<file path="src/rtl/uart_digest_tx_pkg.sv">
// Shared definitions for the digest UART transmitter: frame FSM encoding,
// oversample constant and the nibble-to-ASCII-hex encoder.
package uart_digest_tx_pkg;

  localparam int unsigned OS_TICKS = 16;
  localparam int unsigned BYTE_W   = 8;

  typedef enum logic [1:0] {
    ST_IDLE,
    ST_START,
    ST_DATA,
    ST_STOP
  } tx_state_e;

  // Uppercase hex character for one nibble
  function automatic logic [7:0] nibble_to_ascii(input logic [3:0] nib);
    if (nib < 4'd10) return 8'h30 + {4'h0, nib};
    return 8'h37 + {4'h0, nib};
  endfunction

endpackage

</file>
<file path="src/rtl/uart_digest_tx_if.sv">
// Request/status handshake between the digest source and the UART transmitter.
interface uart_digest_tx_if #(
  parameter int unsigned DBIT = 160
);
  logic            tx_start;
  logic [DBIT-1:0] tx_din;
  logic            tx_busy;
  logic            tx_done_tick;

  modport master (output tx_start, tx_din, input tx_busy, tx_done_tick);
  modport slave  (input tx_start, tx_din, output tx_busy, tx_done_tick);
endinterface

</file>
<file path="src/rtl/uart_digest_tx_byte.sv">
// Single 8N1 frame serializer. din is sampled when the start bit ends, and a
// pending start at the end of the stop bit chains the next frame with no gap.
module uart_byte_tx
  import uart_digest_tx_pkg::*;
#(
  parameter int unsigned SB_TICK = 16
) (
  input  logic        clk,
  input  logic        rst,
  input  logic        start,
  input  logic        s_tick,
  input  logic [7:0]  din,
  output logic        done_tick,
  output logic        tx
);

  localparam int unsigned TMAX = (SB_TICK > OS_TICKS) ? SB_TICK : OS_TICKS;
  localparam int unsigned TW   = $clog2(TMAX);

  tx_state_e   state_q, state_d;
  logic [TW-1:0] tick_q, tick_d;
  logic [2:0]  bit_q, bit_d;
  logic [7:0]  sh_q, sh_d;
  logic        tx_q, tx_d;
  logic        done_q, done_d;

  always_ff @(posedge clk) begin
    if (rst) begin
      state_q <= ST_IDLE;
      tick_q  <= '0;
      bit_q   <= '0;
      sh_q    <= '0;
      tx_q    <= 1'b1;
      done_q  <= 1'b0;
    end else begin
      state_q <= state_d;
      tick_q  <= tick_d;
      bit_q   <= bit_d;
      sh_q    <= sh_d;
      tx_q    <= tx_d;
      done_q  <= done_d;
    end
  end

  always_comb begin
    state_d = state_q;
    tick_d  = tick_q;
    bit_d   = bit_q;
    sh_d    = sh_q;
    tx_d    = tx_q;
    done_d  = 1'b0;
    case (state_q)
      ST_IDLE: begin
        tx_d = 1'b1;
        if (start && s_tick) begin
          state_d = ST_START;
          tick_d  = '0;
          tx_d    = 1'b0;
        end
      end
      ST_START: if (s_tick) begin
        if (tick_q == TW'(OS_TICKS - 1)) begin
          state_d = ST_DATA;
          tick_d  = '0;
          bit_d   = '0;
          sh_d    = din;
          tx_d    = din[0];
        end else begin
          tick_d = tick_q + TW'(1);
        end
      end
      ST_DATA: if (s_tick) begin
        if (tick_q == TW'(OS_TICKS - 1)) begin
          tick_d = '0;
          if (bit_q == 3'd7) begin
            state_d = ST_STOP;
            tx_d    = 1'b1;
          end else begin
            bit_d = bit_q + 3'd1;
            sh_d  = {1'b0, sh_q[7:1]};
            tx_d  = sh_q[1];
          end
        end else begin
          tick_d = tick_q + TW'(1);
        end
      end
      ST_STOP: if (s_tick) begin
        if (tick_q == TW'(SB_TICK - 1)) begin
          done_d = 1'b1;
          tick_d = '0;
          if (start) begin
            state_d = ST_START;
            tx_d    = 1'b0;
          end else begin
            state_d = ST_IDLE;
            tx_d    = 1'b1;
          end
        end else begin
          tick_d = tick_q + TW'(1);
        end
      end
      default: state_d = ST_IDLE;
    endcase
  end

  assign tx        = tx_q;
  assign done_tick = done_q;

endmodule

</file>
<file path="src/rtl/uart_digest_tx.sv">
// Sends a DBIT-wide digest as back-to-back 8N1 frames, most-significant byte
// first. Define HEX_ASCII_EN to send each byte as two uppercase hex characters.
module uart_digest_tx
  import uart_digest_tx_pkg::*;
#(
  parameter int unsigned DBIT    = 160,
  parameter int unsigned SB_TICK = 16
) (
  input  logic             clk,
  input  logic             rst,
  input  logic             s_tick,
  uart_digest_tx_if.slave  bus,
  output logic             tx
);

  localparam int unsigned NBYTES = DBIT / BYTE_W;
`ifdef HEX_ASCII_EN
  localparam int unsigned NCHAR  = 2 * NBYTES;
`else
  localparam int unsigned NCHAR  = NBYTES;
`endif
  localparam int unsigned CW     = (NCHAR > 1) ? $clog2(NCHAR) : 1;
  localparam logic [CW-1:0] LAST = CW'(NCHAR - 1);

  logic            busy_q, busy_d;
  logic            started_q, started_d;
  logic [CW-1:0]   cnt_q, cnt_d;
  logic [DBIT-1:0] word_q, word_d;
  logic            done_q, done_d;

  logic            frame_done;
  logic            start_c;
  logic [7:0]      byte_c;
  logic [7:0]      din_c;

  always_ff @(posedge clk) begin
    if (rst) begin
      busy_q    <= 1'b0;
      started_q <= 1'b0;
      cnt_q     <= '0;
      word_q    <= '0;
      done_q    <= 1'b0;
    end else begin
      busy_q    <= busy_d;
      started_q <= started_d;
      cnt_q     <= cnt_d;
      word_q    <= word_d;
      done_q    <= done_d;
    end
  end

  // cnt_q counts finished frames; the first frame launches on the first tick
  always_comb begin
    busy_d    = busy_q;
    started_d = started_q;
    cnt_d     = cnt_q;
    word_d    = word_q;
    done_d    = 1'b0;
    if (!busy_q) begin
      if (bus.tx_start) begin
        busy_d    = 1'b1;
        started_d = 1'b0;
        cnt_d     = '0;
        word_d    = bus.tx_din;
      end
    end else begin
      if (!started_q && s_tick) started_d = 1'b1;
      if (frame_done) begin
        if (cnt_q == LAST) begin
          busy_d    = 1'b0;
          started_d = 1'b0;
          cnt_d     = '0;
          done_d    = 1'b1;
        end else begin
          cnt_d = cnt_q + CW'(1);
`ifdef HEX_ASCII_EN
          if (cnt_q[0]) word_d = word_q << BYTE_W;
`else
          word_d = word_q << BYTE_W;
`endif
        end
      end
    end
  end

  assign start_c = busy_q && (!started_q || (cnt_q != LAST));
  assign byte_c  = word_q[DBIT-1 -: 8];

`ifdef HEX_ASCII_EN
  assign din_c = cnt_q[0] ? nibble_to_ascii(byte_c[3:0]) : nibble_to_ascii(byte_c[7:4]);
`else
  assign din_c = byte_c;
`endif

  uart_byte_tx #(
    .SB_TICK (SB_TICK)
  ) u_byte_tx (
    .clk       (clk),
    .rst       (rst),
    .start     (start_c),
    .s_tick    (s_tick),
    .din       (din_c),
    .done_tick (frame_done),
    .tx        (tx)
  );

  assign bus.tx_busy      = busy_q;
  assign bus.tx_done_tick = done_q;

endmodule
</file>
<file path="src/flat_wrapper.sv">
// flat-port wrapper written by rule: the top's interface ports become plain ports
module uart_digest_tx_flat import uart_digest_tx_pkg::*;
#(
  parameter int unsigned DBIT    = 160,
  parameter int unsigned SB_TICK = 16
)
  (clk, rst, s_tick, tx, bus_tx_start, bus_tx_din, bus_tx_busy, bus_tx_done_tick);
  uart_digest_tx_if #(.DBIT(DBIT)) bus_i ();
  input  logic clk;
  input  logic rst;
  input  logic s_tick;
  output logic tx;
  input wire logic [$bits(bus_i.tx_start)-1:0] bus_tx_start;
  input wire logic [$bits(bus_i.tx_din)-1:0] bus_tx_din;
  output wire logic [$bits(bus_i.tx_busy)-1:0] bus_tx_busy;
  output wire logic [$bits(bus_i.tx_done_tick)-1:0] bus_tx_done_tick;
  assign bus_i.tx_start = bus_tx_start;
  assign bus_i.tx_din = bus_tx_din;
  assign bus_tx_busy = bus_i.tx_busy;
  assign bus_tx_done_tick = bus_i.tx_done_tick;
  uart_digest_tx #(.DBIT(DBIT), .SB_TICK(SB_TICK)) u_core (.clk(clk), .rst(rst), .s_tick(s_tick), .bus(bus_i), .tx(tx));
endmodule
</file>
<file path="config.mk">
export PLATFORM = sky130hd
export DESIGN_NAME = uart_digest_tx_flat
export DESIGN_NICKNAME = d
export VERILOG_FILES = /design/src/rtl/uart_digest_tx_pkg.sv /design/src/rtl/uart_digest_tx_if.sv /design/src/rtl/uart_digest_tx_byte.sv /design/src/rtl/uart_digest_tx.sv /design/src/flat_wrapper.sv
export SDC_FILE = /design/constraint.sdc
export NUM_CORES = 1
export LEC_CHECK = 0
export CORE_MARGIN = 2
export CORE_UTILIZATION = 54
export CTS_BUF_LIST = sky130_fd_sc_hd__clkbuf_4 sky130_fd_sc_hd__clkbuf_8
export CTS_CLUSTER_DIAMETER = 100
export DETAILED_ROUTE_END_ITERATION = 8
export PLACE_DENSITY = 0.83
export SYNTH_ARGS = -nofsm -noshare
export SYNTH_HDL_FRONTEND = slang
export SYNTH_SLANG_ARGS = --single-unit
</file>
<file path="constraint.sdc">
create_clock -name clk -period 2.54 [get_ports clk]
set_clock_uncertainty 0.2 [all_clocks]
set_input_delay 0.508 -clock clk [delete_from_list [all_inputs] [get_ports clk]]
set_output_delay 0.508 -clock clk [all_outputs]
set_load 0.01 [all_outputs]
</file>
Word-level counts from Yosys, hierarchy flattened
Index checks and enable logic that the tools add are counted.

storage, ports and cells
  flip-flop bits (word level) = 187
  bits of input ports = 164
  output and inout bits = 3
  logic and storage cells = 109

operators by class
  add/subtract/negate cells = 3
  equality and inequality tests = 19
  muxes and demuxes = 55
  bitwise logic cells = 4
  reduce and logical (&&, ||, !) cells = 17

operators with widths
  cell                 number
  $mux 160             4
  $mux 8               5
  $ne 2x2->1 const B   11
  $mux 1               21
  $mux 5               4
  $mux 2               8
  $pmux 8 s2           1
  $mux 3               5
  $mux 4               3
  $reduce_and 6->1     2
  $reduce_or 3->1      3
  $pmux 2 s4           1
  $pmux 4 s2           1
  $reduce_and 8->1     1
  $pmux 3 s2           1
  $add 5x1->5 const B  1
  $eq 5x5->1 const B   1
  $ne 5x5->1 const B   1
  $add 4x1->4 const B  1
  $eq 2x2->1 const B   2
  $eq 4x4->1 const B   1
  $not 1->1            4
  $pmux 1 s4           1
  $reduce_and 2->1     2
  10 further kinds     13

Longest topological paths before layout
  depth in word-level cells = 7
  gate-level depth with buffers = 7
  gate-level depth less buffers = 6

Hierarchy
Synthesis repeated with hierarchy kept, for this count alone.

second synthesis, totals
  cell total of the unflattened synthesis = 899
  area total of the unflattened synthesis = 9506.6 sq um

modules (own cells, without submodules)
  module          instances  cells each  area each (sq um)  seq. area each (sq um)
  uart_digest_tx  1          791         8495.6             3363.2
  uart_byte_tx    1          108         1011.0             360.3

Least setup slack after synthesis
Ideal clock, no wire load.

  path kind = reg-to-reg
  start point = reg u_core.cnt_q[0]
  end point = reg u_core.word_q[57]
  setup time = 0.145 ns
  data arrival time = 1.561 ns
  required time = 2.195 ns
  setup slack = 0.634 ns
  cell stages (with the launch flop) = 7
  path buffers = 2
  clock period less this slack = 1.906 ns
  cells stage by stage = dfxtp_1 -> ha_1 -> and4bb_1 -> o21ai_4 -> buf_2 -> buf_2 -> a211oi_1

on the way
  cells in the longest elaborated chain, start to end = 3

RTL lines
  what                               line                  text
  start: declaration                 uart_digest_tx.sv:27  logic [CW-1:0] cnt_q, cnt_d;
  start signal: assignment           uart_digest_tx.sv:46  cnt_q <= cnt_d;
  $eq 5x5->1                         uart_digest_tx.sv:69  if (cnt_q == LAST) begin
  $ne 2x2->1 (no source line)        --
  $reduce_and 3->1 (no source line)  --
  end signal: assignment             uart_digest_tx.sv:47  word_q <= word_d;
  end: declaration                   uart_digest_tx.sv:28  logic [DBIT-1:0] word_q, word_d;

No other way between the ends.
A chain may end at the register's enable or synchronous reset.

Final worst setup path
  start point = reg u_core.cnt_q[0]
  end point = reg u_core.word_q[34]

The elaborated chain is that of the path after synthesis.

==> results_dict.tcl <==
set metrics [dict create \
    status "finished clean" \
    grt_max_degree 120 \
    vias 6639 \
    fin_cells 1229 \
    top_level_ports 167 \
    crit_slowest_cell "buf_12" \
    yosys-top-cells-area "dfxtp_1 (43%), mux2i_1 (19%), a211oi_1 (10%), nor2_1 (7.6%), a211oi_2 (6.3%)" \
    hold_start "u_core.word_q[4]$_SDFFE_PP0P_" \
    coreArea_um2 15710 \
    synth_cells 873 \
    slew_headroom_pct 45.59 \
    avgSynthCellArea_um2 9.845 \
    cts_buffers 17 \
    area_delta_synth_final_pct 25.77 \
    grt_overflow_total 0 \
    ctsHoldBuffers 0 \
    fin_setup_tns_ps 0 \
    required_ps 2700 \
    synth-async-reset-ratio_pct 0 \
    setup_viol 0 \
    grt_pass1_vias 6438 \
    hold_viol 0 \
    clkLatencyLatePin_ps 460 \
    slowest_delay_ps 400 \
    fmax_ghz 0.4371 \
    track_usage_pct 22.86 \
    die_h_um 130.2 \
    drt_wl_total_um 18860 \
    synth.yosys.seq_area_share_pct 43.33 \
    die_w_um 130.2 \
    post-synth-top-area-cell "dfxtp_1" \
    startpoint_type "flop" \
    critPathBufInv 1 \
    crit_start "u_core.cnt_q[0]$_SDFFE_PP0P_" \
    synth_cell_type_count 41 \
    cts_root_buf "clkbuf_8" \
    worstSetupPathType "flop to flop" \
    hpwl_um 12960 \
    postRouteAntennaNets 0 \
    worstHoldPathType "flop to flop" \
    endpoint_kind "flop" \
    synth_edf_count 0 \
    p_leak_uw 0.003955 \
    yosysWarnings 0 \
    layout-drive-gt1-share_pct 9.872 \
    crit_arrival_ps 2450 \
    synth_nets 1046 \
    period_needed_ps 2288 \
    drt-initial-drc-count 369 \
    synth_top_area_share_pct 43.33 \
    die_area_um2 16940 \
    nets 1174 \
    reg2reg_slack_ps 250 \
    crit_chain "ha_1, and4bb_1, o21ai_4, buf_12, nor2_1, a211oi_1" \
    cts_setup_buffers 0 \
    dp.cells 1198 \
    portBuffers 166 \
    wl_per_cell_um 15.34 \
    vias_per_cell 5.402 \
    peakVddDrop_mv 0.3613 \
    grt_setup_unrepaired "no" \
    slew_violations 0 \
    cts.path.max_buffers 2 \
    grt_pass1_wl_um 30990 \
    post-route-period-util_pct 90.08 \
    cp_top_family "compound AO/OA/AOI/OAI gates" \
    start_util_pct 54.70 \
    diodes 0 \
    critPathMaxFanout 119 \
    maxCapViolCount 0 \
    syn_area_um2 8594 \
    synth-seq-cells 186 \
    regToRegStartpoint "u_core.cnt_q[0]$_SDFFE_PP0P_" \
    std_cell_rows 46 \
    drcViolationCount 0 \
    tritoncts "done" \
    drt_pre_antenna_iters 4 \
    globalplace.congestion 0.8210 \
    path_clk_slew_ps 90 \
    whs_ps 256.8 \
    h-tree-depth 4 \
    clock_sinks 186 \
    p_per_area_nw_per_um2 631.4 \
    grt_antenna_before_repair 0 \
    cts_resized 0 \
    synthFlopType "dfxtp_1" \
    worst_slew_pin_slew_ps 816.1 \
]
-- cell usage in the layout, fill, tap and decap left out, types with 3 or more instances in the layout --
cell             count
a21oi_1             16
o21ai_0              6
bufinv_16            4
nor2b_1              4
buf_4               12
a311oi_1             4
a211oi_2            43
nand2b_1             3
clkinv_2             4
buf_12               9
inv_1                4
nor3_1               6
clkdlybuf4s50_1    165
dfxtp_1            185
nand3_1              4
and2_1               3
nor2_1             175
mux2i_1            163
nand2_1             19
nand3b_1             9
ha_1                 9
a211oi_1           116
clkbuf_8            19
-- report_power, final --
part,switching [µW],internal (µW),total [µW]
Clock,1030,1110,2150
Combinational,693,707,1400
Sequential,135,3140,3280
-- cell type report --
type / instances / area (µm²)
clock buffer: 19 / 261.5
clock inverter: 12 / 172.7
fill: 1260 / 4903
inverter: 4 / 15.01
multi-input combinational: 605 / 4429
sequential: 186 / 3727
tap: 216 / 270.3
timing repair buffer: 187 / 1933
-- path summary, 6_finish.rpt --
| check | end | depth (start not counted) |
|---|---|---|
| max | u_core.word_q[34]$_SDFFE_PP0P_ | 6 |
| max reg2reg | u_core.word_q[34]$_SDFFE_PP0P_ | 6 |
| min reg2reg | u_core.word_q[4]$_SDFFE_PP0P_ | 2 |
| min | u_core.word_q[4]$_SDFFE_PP0P_ | 2 |
-- Yosys cell counts (4+ instances only) --
| cell type | number |
|---|---|
| a21oi_1 | 16 |
| buf_4 | 6 |
| nor2b_1 | 4 |
| o21ai_0 | 6 |
| a211oi_2 | 43 |
| nand3b_1 | 9 |
| buf_2 | 35 |
| buf_6 | 9 |
| clkbuf_1 | 27 |
| a311oi_1 | 4 |
| a211oi_1 | 116 |
| mux2i_1 | 163 |
| dfxtp_1 | 186 |
| nand3_1 | 4 |
| nor3_1 | 6 |
| nand2_1 | 19 |
| inv_1 | 4 |
| nor2_1 | 175 |
| ha_1 | 9 |
-- layer usage --
metal  vias up  track usage, %  part of all wire [%]
li1       3445               -                     -
met1      3039           31.37                    49
met2       135           36.46                    46
met3        20           4.715                   4.4
met4         0           6.894                   1.4
met5         -               0                     0
-- tightest hold or removal path, stage by stage, from the launching register on --
cell and delay (ps):
dfxtp_1 320, nand2_1 50, a21oi_1 50
-- logic make-up after synthesis --
kind of cell	after synthesis	synth area share (%)
fa+ha+maj	9	1.310
compound gates	203	19.93
mux	164	19.11
simple gates	229	11.18
buf+inv	82	5.139
flops	186	43.33
-- state kept, by name, indices dropped and copies added, names as in the netlist --
register,cells
u_core.u_byte_tx.bit_q,3
u_core.u_byte_tx.state_q,2
u_core.word_q,160
u_core.cnt_q,5
u_core.started_q,1
u_core.u_byte_tx.tick_q,4
u_core.bus.tx_done_tick,1
u_core.bus.tx_busy,1
u_core.u_byte_tx.done_tick,1
u_core.u_byte_tx.tx,1
u_core.u_byte_tx.sh_q,7
-- stage by stage --
stage / cell area, µm² / power, µW / setup slack [ps] / util [%]
6_report: 10810 / 6825 / 251.9 / 68.79
5_1_grt: 10810 / 7167 / 98.89 / 68.79
4_1_cts: 10810 / 6870 / 271.8 / 68.79
3_5_place_dp: 10380 / 4742 / 176.8 / 66.03
3_3_place_gp: 10380 / 4702 / 235.4 / 66.03
2_1_floorplan: 8594 / 4255 / 634.2 / -
Note: power is estimated with default switching activity, not from simulation.
